File: src/rtl/msk_rnd_pkg.sv
// Shared constants, FSM states and LFSR step function
// for the masking fresh-randomness source.
package msk_rnd_pkg;

    localparam int LFSR_LEN   = 128;
    localparam int TAP0       = 127;
    localparam int TAP1       = 125;
    localparam int TAP2       = 100;
    localparam int TAP3       = 98;
    localparam int SEED_WORDS = 4;

    typedef enum logic [1:0] {
        IDLE,
        SEED,
        WARM,
        RUN
    } rnd_fsm_e;

    // x^128 + x^126 + x^101 + x^99 + 1, Fibonacci form
    function automatic logic [LFSR_LEN-1:0] lfsr_next(
        input logic [LFSR_LEN-1:0] s
    );
        logic fb;
        fb = s[TAP0] ^ s[TAP1] ^ s[TAP2] ^ s[TAP3];
        return {s[LFSR_LEN-2:0], fb};
    endfunction

endpackage

File: src/rtl/msk_lfsr_step.sv
// Unrolled N-step advance of the 128-bit LFSR.
// Purely combinational.
module msk_lfsr_step
    import msk_rnd_pkg::*;
#(
    parameter int N = 2
) (
    input  logic [LFSR_LEN-1:0] i_state,
    output logic [LFSR_LEN-1:0] o_state
);

    always_comb begin
        o_state = i_state;
        for (int i = 0; i < N; i++) begin
            o_state = lfsr_next(o_state);
        end
    end

endmodule

File: src/rtl/msk_rnd_lfsr_src.sv
// Seeded LFSR fresh-randomness source with seed load,
// warm-up and valid/ready output handshake.
module msk_rnd_lfsr_src
    import msk_rnd_pkg::*;
#(
    parameter int d            = 2,
    parameter int RND_W        = d * (d - 1),
    parameter int WARMUP_STEPS = 16
) (
    input  logic             clk,
    input  logic             rst_n,
    input  logic [31:0]      seed_data,
    input  logic             seed_valid,
    output logic             seed_ready,
    input  logic             reseed,
    output logic [RND_W-1:0] rnd,
    output logic             rnd_valid,
    input  logic             rnd_ready,
    output logic             busy
);

    localparam int WCW    = $clog2(SEED_WORDS);
    localparam int WARM_W =
        (WARMUP_STEPS > 1) ? $clog2(WARMUP_STEPS) : 1;

    rnd_fsm_e            r_fsm;
    logic [LFSR_LEN-1:0] r_state;
    logic [WCW-1:0]      r_word_cnt;
    logic [WARM_W-1:0]   r_warm_cnt;
    logic                r_seed_ready;
    logic                r_rnd_valid;
    logic                r_busy;

    logic [LFSR_LEN-1:0] w_adv;
    logic [LFSR_LEN-1:0] w_seed_next;
    logic                w_seed_zero;
    logic                w_last_word;
    logic                w_last_warm;

    msk_lfsr_step #(
        .N (RND_W)
    ) u_step (
        .i_state (r_state),
        .o_state (w_adv)
    );

    assign w_seed_next = {r_state[LFSR_LEN-33:0], seed_data};
    assign w_seed_zero = (w_seed_next == '0);
    assign w_last_word = (r_word_cnt == WCW'(SEED_WORDS - 1));
    assign w_last_warm = (r_warm_cnt == WARM_W'(WARMUP_STEPS - 1));

    always_comb begin
        rnd = '0;
        for (int k = 0; k < RND_W; k++) begin
            rnd[k] = r_state[LFSR_LEN-1-k];
        end
    end

    assign seed_ready = r_seed_ready;
    assign rnd_valid  = r_rnd_valid;
    assign busy       = r_busy;

    always_ff @(posedge clk or negedge rst_n) begin
        if (!rst_n) begin
            r_fsm        <= IDLE;
            r_state      <= '0;
            r_word_cnt   <= '0;
            r_warm_cnt   <= '0;
            r_seed_ready <= 1'b0;
            r_rnd_valid  <= 1'b0;
            r_busy       <= 1'b0;
        end else if (reseed) begin
            // Reseed beats any seed word or transfer this cycle
            r_fsm        <= SEED;
            r_word_cnt   <= '0;
            r_warm_cnt   <= '0;
            r_seed_ready <= 1'b1;
            r_rnd_valid  <= 1'b0;
            r_busy       <= 1'b1;
        end else begin
            unique case (r_fsm)
                IDLE: begin
                end
                SEED: begin
                    if (seed_valid && r_seed_ready) begin
                        r_word_cnt <= r_word_cnt + 1'b1;
                        if (!w_last_word) begin
                            r_state <= w_seed_next;
                        end else begin
                            r_word_cnt   <= '0;
                            r_seed_ready <= 1'b0;
                            r_state      <= w_seed_zero
                                ? LFSR_LEN'(1) : w_seed_next;
                            if (WARMUP_STEPS == 0) begin
                                r_fsm       <= RUN;
                                r_busy      <= 1'b0;
                                r_rnd_valid <= 1'b1;
                            end else begin
                                r_fsm <= WARM;
                            end
                        end
                    end
                end
                WARM: begin
                    r_state <= w_adv;
                    if (w_last_warm) begin
                        r_warm_cnt  <= '0;
                        r_fsm       <= RUN;
                        r_busy      <= 1'b0;
                        r_rnd_valid <= 1'b1;
                    end else begin
                        r_warm_cnt <= r_warm_cnt + 1'b1;
                    end
                end
                RUN: begin
                    if (r_rnd_valid && rnd_ready) begin
                        r_state <= w_adv;
                    end
                end
                default: begin
                    r_fsm <= IDLE;
                end
            endcase
        end
    end

endmodule

File: config.mk
export PLATFORM = sky130hd
export DESIGN_NAME = msk_rnd_lfsr_src
export DESIGN_NICKNAME = d
export VERILOG_FILES = /design/src/rtl/msk_rnd_pkg.sv /design/src/rtl/msk_lfsr_step.sv /design/src/rtl/msk_rnd_lfsr_src.sv
export SDC_FILE = /design/constraint.sdc
export NUM_CORES = 1
export LEC_CHECK = 0
export CAP_MARGIN = 25
export CORE_MARGIN = 2
export CORE_UTILIZATION = 56
export CTS_BUF_LIST = sky130_fd_sc_hd__clkbuf_4 sky130_fd_sc_hd__clkbuf_8
export CTS_CLUSTER_DIAMETER = 60
export CTS_CLUSTER_SIZE = 40
export DETAILED_ROUTE_END_ITERATION = 7
export GPL_TIMING_DRIVEN = 0
export PLACE_DENSITY_LB_ADDON = 0.1
export SYNTH_ARGS = -nofsm -noshare
export SYNTH_HDL_FRONTEND = slang
export SYNTH_HIERARCHICAL = 1
export SYNTH_SLANG_ARGS = --single-unit
File: constraint.sdc
create_clock -name clk -period 1.5 [get_ports clk]
set_input_delay 0.225 -clock clk [delete_from_list [all_inputs] [get_ports clk]]
set_output_delay 0.225 -clock clk [all_outputs]
set_load 0.01 [all_outputs]
==> impl_metrics.env, run 1 <==
export IMPL_drv_cap=0
export IMPL_synth_common_cells="dfrtp_1 (139), buf_4 (136), nor2_1 (135), a21oi_1 (131), mux2i_1 (131)"
export IMPL_setup_slack_ns=-0.186
export IMPL_overflow=0
export IMPL_finish_utilization_pct=79.6
export IMPL_synth_top_area_share_pct=45.3
export IMPL_period_needed_ns=1.69
export IMPL_place_hpwl_mm=13.4
export IMPL_syn_inst=786
export IMPL_multi_input_area_um2=3790
export IMPL_powerDensity_nw_per_um2=1310
export IMPL_ant_nets=0
export IMPL_portBuffers=41
export IMPL_cts_root_buf="clkbuf_8"
export IMPL_ys_ff_latch=139
export IMPL_path_clk_slew_ns=0.08
export IMPL_num_rows=42
export IMPL_rr_endpoint="r_state[68]"
export IMPL_synth_area_per_cell_um2=9.77
export IMPL_grt_max_degree=76
export IMPL_grt_pass1_wl_mm=34.6
export IMPL_drtPass1Iterations=6
export IMPL_ys_types=32
export IMPL_core_um2=13300
export IMPL_routed_wl_mm=23.1
export IMPL_num_vias=6450
export IMPL_ir_drop_mv=0.932
export IMPL_rsz0062_at_grt="yes"
export IMPL_dp_cells=1004
export IMPL_netlist_area_um2=7680
export IMPL_num_nets_final=940
export IMPL_die_x_um=121
export IMPL_drc=0
export IMPL_critical_path_startpoint="r_fsm[1]"
export IMPL_area_delta_synth_final_pct=37.7
export IMPL_tritoncts="yes"
export IMPL_worst_pin_slew_ns=0.689
export IMPL_die_area_um2=14700
export IMPL_cts_buffers=17
export IMPL_grt_usage_pct=31.1
export IMPL_yosysMostFrequentCell="dfrtp_1"
export IMPL_cts_path_max_buffers=2
export IMPL_setup_tns_ns=-6.67
export IMPL_arrival_ns=2.05
export IMPL_wl_per_cell_um=21.2
export IMPL_min_path_type="in2async"
export IMPL_viasPerCell=5.92
export IMPL_power_leakage_nw=3.96
export IMPL_hold_violations=0
export IMPL_rrSetupSlack_ns=-0.19
export IMPL_gp_congestion=0.840
export IMPL_yosysWarningCount=6
export IMPL_placed_area_um2=8340
export IMPL_maxSlewViolCount=0
export IMPL_ys_async_sr_fraction_pct=100
export IMPL_start_util_pct=57.8
export IMPL_yosysSeqAreaShare_pct=45.3
export IMPL_final_period_utilization_pct=112
export IMPL_synth_flop_cell="dfrtp_1"
export IMPL_cp_start_kind="register"
export IMPL_final_cells=1089
export IMPL_setup_worst_path_end="r_state[68]"
export IMPL_r2r_start="r_fsm[1]"
export IMPL_antenna_found_initial=0
export IMPL_cp_end_kind="register"
export IMPL_synth_largest_area_cell="dfrtp_1"
export IMPL_ff2ff_path_depth=7
export IMPL_pin_count=42
export IMPL_timing_fmax_mhz=593
export IMPL_critPathMaxFanout=9
export IMPL_worstSkewPairLatency_ns=0.47
export IMPL_cts_htree_levels=4
export IMPL_drive_gt1_share_pct=48.5
export IMPL_fin_area_um2=10600
export IMPL_synth_top_cells_by_area="dfrtp_1 (45%), mux2i_1 (17%), buf_4 (13%)"
export IMPL_relSlewSlack_pct=54.1
export IMPL_dr_first_iter_drc_count=449
export IMPL_grt_pass1_vias=6613
export IMPL_violations="negative setup slack"
export IMPL_setup_viol=123
export IMPL_criticalPathCategory="reg2reg"
export IMPL_antenna_cells=0
export IMPL_syn_num_nets=825
export IMPL_fin_skew_ns=0.0101
export IMPL_cts_num_sinks=139
export IMPL_die_h_um=121
export IMPL_synth_edf_count=0
export IMPL_status="finished, violations left"
export IMPL_cp_required_ns=1.87
export IMPL_p_total_mw=13.9
export IMPL_regArea_um2=3490
export IMPL_fillers=743
==> critical path, cell delays in order, from the launching register on <==
cell,delay [ns]
dfrtp_2,0.44
nand4b_4,0.20
o22ai_4,0.18
buf_12,0.18
buf_8,0.18
buf_8,0.13
nor2_1,0.04
a21oi_1,0.21
==> sequential cells by signal (all words and copies together) (netlist names) <==
signal	cells
rnd_valid	1
r_warm_cnt	4
seed_ready	1
r_word_cnt	2
busy	1
r_fsm	2
r_state	128
==> where the power goes <==
part           internal (mW)  leakage [nW]  switching, mW
sequential              4.67          1.48           1.41
clock                   1.50         0.198           1.44
combinational           2.87          2.28           1.99
total                   9.03          3.96           4.84
==> cells by family after synthesis <==
family                   synth area share (%)
AO/OA/AOI/OAI                            9.43
XOR/XNOR                                0.912
adder cells (fa/ha/maj)                 0.326
buffers and inverters                    15.7
flip-flops                               45.3
multiplexers                             17.1
AND/OR/NAND/NOR                          11.3
==> layout by cell type, fill, tap and decap left out, drive strengths merged, types with 2 or more instances in the layout <==
cell type      instances
buf                  221
dfrtp                139
nor2                 135
mux2i                131
a21oi                131
clkdlybuf4s50         35
nor4                  30
clkbuf                29
nand4                  6
nand2                  6
clkinv                 6
o21ai                  5
xor2                   4
xnor2                  4
nor3                   3
clkdlybuf4s15          3
nand2b                 2
and4                   2
inv                    2
dlygate4sd2            2
ha                     2
==> cell type report <==
cell class,instances,area share [%]
clock buffer,23,2.87
sequential,139,33.0
tap,176,2.08
buffer,167,13.8
multi-input combinational,473,35.8
inverter,2,0.0710
timing repair buffer,101,11.7
clock inverter,8,0.639
==> what timing repair did <==
item | 4_1_cts | 5_1_grt
cloned | 18 | 2
setup buffers | 35 | 12
resized for setup | 231 | 152
pin swaps | 8 | 4
hold buffers | 1 | 0
setup endpoints to repair | 134 | 132
hold endpoints to repair | 64 | 0
==> worst min-delay path by stage <==
stage                      from  slack (ns)  cells past startpoint            end
after floorplan           rst_n       -0.07                      0           busy
after global placement     busy        0.46                      1           busy
after detailed placement  rst_n        0.26                      1  r_warm_cnt[2]
after CTS                 rst_n        0.34                      2  r_warm_cnt[2]
after global routing      rst_n        0.37                      2  r_warm_cnt[2]
final                     rst_n        0.31                      2  r_warm_cnt[2]
==> layer usage <==
| layer | track usage [%] | routed length [um] |
|---|---|---|
| met1 | 40.4 | 9460 |
| met3 | 9.16 | 1540 |
| met5 | 0 | 0 |
| met2 | 50.2 | 11500 |
| met4 | 10.1 | 578 |
==> metrics by stage <==
stage | hold WS [ns] | worst slack [ns]
CTS | 0.336 | -0.152
floorplan | -0.0706 | 0.0257
global placement | 0.459 | -5.24
detailed placement | 0.258 | -0.597
global route | 0.366 | -0.202
finish | 0.312 | -0.186
Power figures use the tool's default switching activity.
==> run 2: changes to the inputs <==
- HOLD_SLACK_MARGIN: unset -> 0.1
==> results of run 2 <==
The final DEF is identical to that of run 1; final timing and power are the same.
==> run 3: changes to the inputs <==
- SLEW_MARGIN: unset -> 40
==> run 3 against run 2 <==
Compared with the run above: the run still ends with negative setup slack left; critical path depth decreased by 3; global-route usage decreased by 2.0 points; total power decreased by 0.32%; fmax decreased by 0.73%; count of clock-buffer cells in the layout unchanged; highest routed layer unchanged; setup slack got worse by 0.012 ns; routed wire length decreased by 1.1%; sequential share of layout area decreased by 0.32 points.
==> impl_metrics.env, run 3 (synthesized netlist as in run 1, its figures left out) <==
export IMPL_die_h_um=121
export IMPL_cts_num_sinks=139
export IMPL_worstSkewPairLatency_ns=0.47
export IMPL_placed_area_um2=8350
export IMPL_num_nets_final=942
export IMPL_overflow=0
export IMPL_ff2ff_path_depth=4
export IMPL_hold_violations=0
export IMPL_gp_congestion=0.840
export IMPL_place_hpwl_mm=13.4
export IMPL_setup_viol=128
export IMPL_rr_endpoint="r_state[0]"
export IMPL_cts_buffers=17
export IMPL_area_delta_synth_final_pct=38.9
export IMPL_cp_top_family="simple AND/OR/NAND/NOR gates"
export IMPL_drive_gt1_share_pct=47.4
export IMPL_grt_usage_pct=29.1
export IMPL_dr_first_iter_drc_count=467
export IMPL_antenna_cells=0
export IMPL_r2r_start="r_state[23]"
export IMPL_portBuffers=41
export IMPL_crit_cells=4
export IMPL_maxSlewViolCount=0
export IMPL_min_path_type="in2async"
export IMPL_relSlewSlack_pct=65.3
export IMPL_multi_input_area_um2=3800
export IMPL_timing_fmax_mhz=589
export IMPL_hold_ws_ns=0.270
export IMPL_cts_path_max_buffers=2
export IMPL_drv_cap=0
export IMPL_cts_root_buf="clkbuf_8"
export IMPL_pin_count=42
export IMPL_viasPerCell=5.84
export IMPL_grt_pass1_vias=6160
export IMPL_worst_pin_slew_ns=0.516
export IMPL_path_clk_slew_ns=0.08
export IMPL_critical_path_startpoint="r_state[23]"
export IMPL_die_area_um2=14700
export IMPL_drtPass1Iterations=5
export IMPL_drc=0
export IMPL_tritoncts="yes"
export IMPL_regArea_um2=3480
export IMPL_powerDensity_nw_per_um2=1300
export IMPL_finish_utilization_pct=80.3
export IMPL_violations="negative setup slack"
export IMPL_routed_wl_mm=22.9
export IMPL_final_period_utilization_pct=113
export IMPL_rsz0062_at_grt="yes"
export IMPL_cp_start_kind="register"
export IMPL_num_vias=6368
export IMPL_power_leakage_nw=4.02
export IMPL_status="finished, violations left"
export IMPL_cts_htree_levels=4
export IMPL_start_util_pct=57.8
export IMPL_fillers=732
export IMPL_ant_nets=0
export IMPL_num_rows=42
export IMPL_grt_max_degree=76
export IMPL_period_needed_ns=1.70
export IMPL_reg_top3="r_state x128, r_warm_cnt x4"
export IMPL_slowest_stage="or4_4"
export IMPL_largest_register_ffs=128
export IMPL_antenna_found_initial=0
export IMPL_cpPeakStageDelay_ns=0.55
export IMPL_cp_num_buf_inv=0
export IMPL_top_register="r_state"
export IMPL_dp_cells=1004
export IMPL_final_common_cell="buf_4"
export IMPL_layout_common_cells="buf_4 (162), dfrtp_1 (134), mux2i_1 (129)"
export IMPL_fin_area_um2=10700
export IMPL_setup_slack_ns=-0.198
export IMPL_arrival_ns=2.08
export IMPL_die_x_um=121
export IMPL_critical_path_cell_chain="nor4_2 > nand3_1 > or4_4 > o21ai_1"
export IMPL_cp_required_ns=1.88
export IMPL_setup_worst_path_end="r_state[0]"
export IMPL_wl_per_cell_um=20.9
export IMPL_grt_pass1_wl_mm=32.5
export IMPL_criticalPathCategory="reg2reg"
export IMPL_cp_end_kind="register"
export IMPL_core_um2=13300
export IMPL_ir_drop_mv=0.887
export IMPL_rrSetupSlack_ns=-0.20
export IMPL_fin_skew_ns=0.0112
export IMPL_critPathMaxFanout=4
export IMPL_final_cells=1091
run 3: cell count changes in the layout (fill, tap and decap cells not counted), moves of 5 or more:
cell,change
nor2_2,-38
buf_6,-10
a21oi_1,-30
nor2_1,+37
clkbuf_16,+9
a21oi_2,+30
buf_2,+5
run 3: worst min-delay path by stage:
stage / from / end / slack, ns
after floorplan: rst_n / busy / -0.07
after global placement: busy / busy / 0.46
after detailed placement: rst_n / r_warm_cnt[2] / 0.20
after CTS: rst_n / r_warm_cnt[2] / 0.30
after global routing: rst_n / r_warm_cnt[2] / 0.29
final: rst_n / r_warm_cnt[2] / 0.27
run 3: layer usage:
layer	wire (um)	global-route usage, %	share of wire, %
met5	0	0	0
met2	11000	45.6	48
met3	1390	7.00	6.1
met4	822	10.4	3.6
met1	9680	39.5	42
run 3: final cells by class:
class                           instances  share of cell area [%]
Multi-Input combinational cell        473                    35.6
Clock inverter                          8                   0.633
Buffer                                168                    13.7
Timing Repair Buffer                  102                    12.4
Sequential cell                       139                    32.7
Tap cell                              176                    2.06
Clock buffer                           23                    2.85
Inverter                                2                  0.0703
run 3: worst register-to-register path: stages, from the launching register on:
cell and delay (ns):
dfrtp_1 0.47, nor4_2 0.32, nand3_1 0.11, or4_4 0.55
o21ai_1 0.16
run 3: repair_timing:
item	CTS	global route
hold buffers	1	0
resized for setup	141	191
setup buffers	25	16
setup endpoints to repair	134	131
pin swaps	8	5
gates cloned	11	11
hold endpoints to repair	64	0
run 3: stage by stage:
| step | TNS, ns | setup slack [ns] | total power [mW] |
|---|---|---|---|
| after CTS | -10.64 | -0.160 | 12.7 |
| after detailed placement | -58.74 | -0.552 | 9.16 |
| final | -12.00 | -0.198 | 13.8 |
| after global placement | -783.32 | -5.24 | 9.01 |
| after global routing | -17.89 | -0.255 | 14.4 |
| after floorplan | 0 | 0.0257 | 8.09 |
run 3: power by group:
group | internal [mW] | leakage (nW) | switching [mW]
sequential | 4.67 | 1.49 | 1.33
clock | 1.50 | 0.198 | 1.46
combinational | 2.87 | 2.34 | 2.01
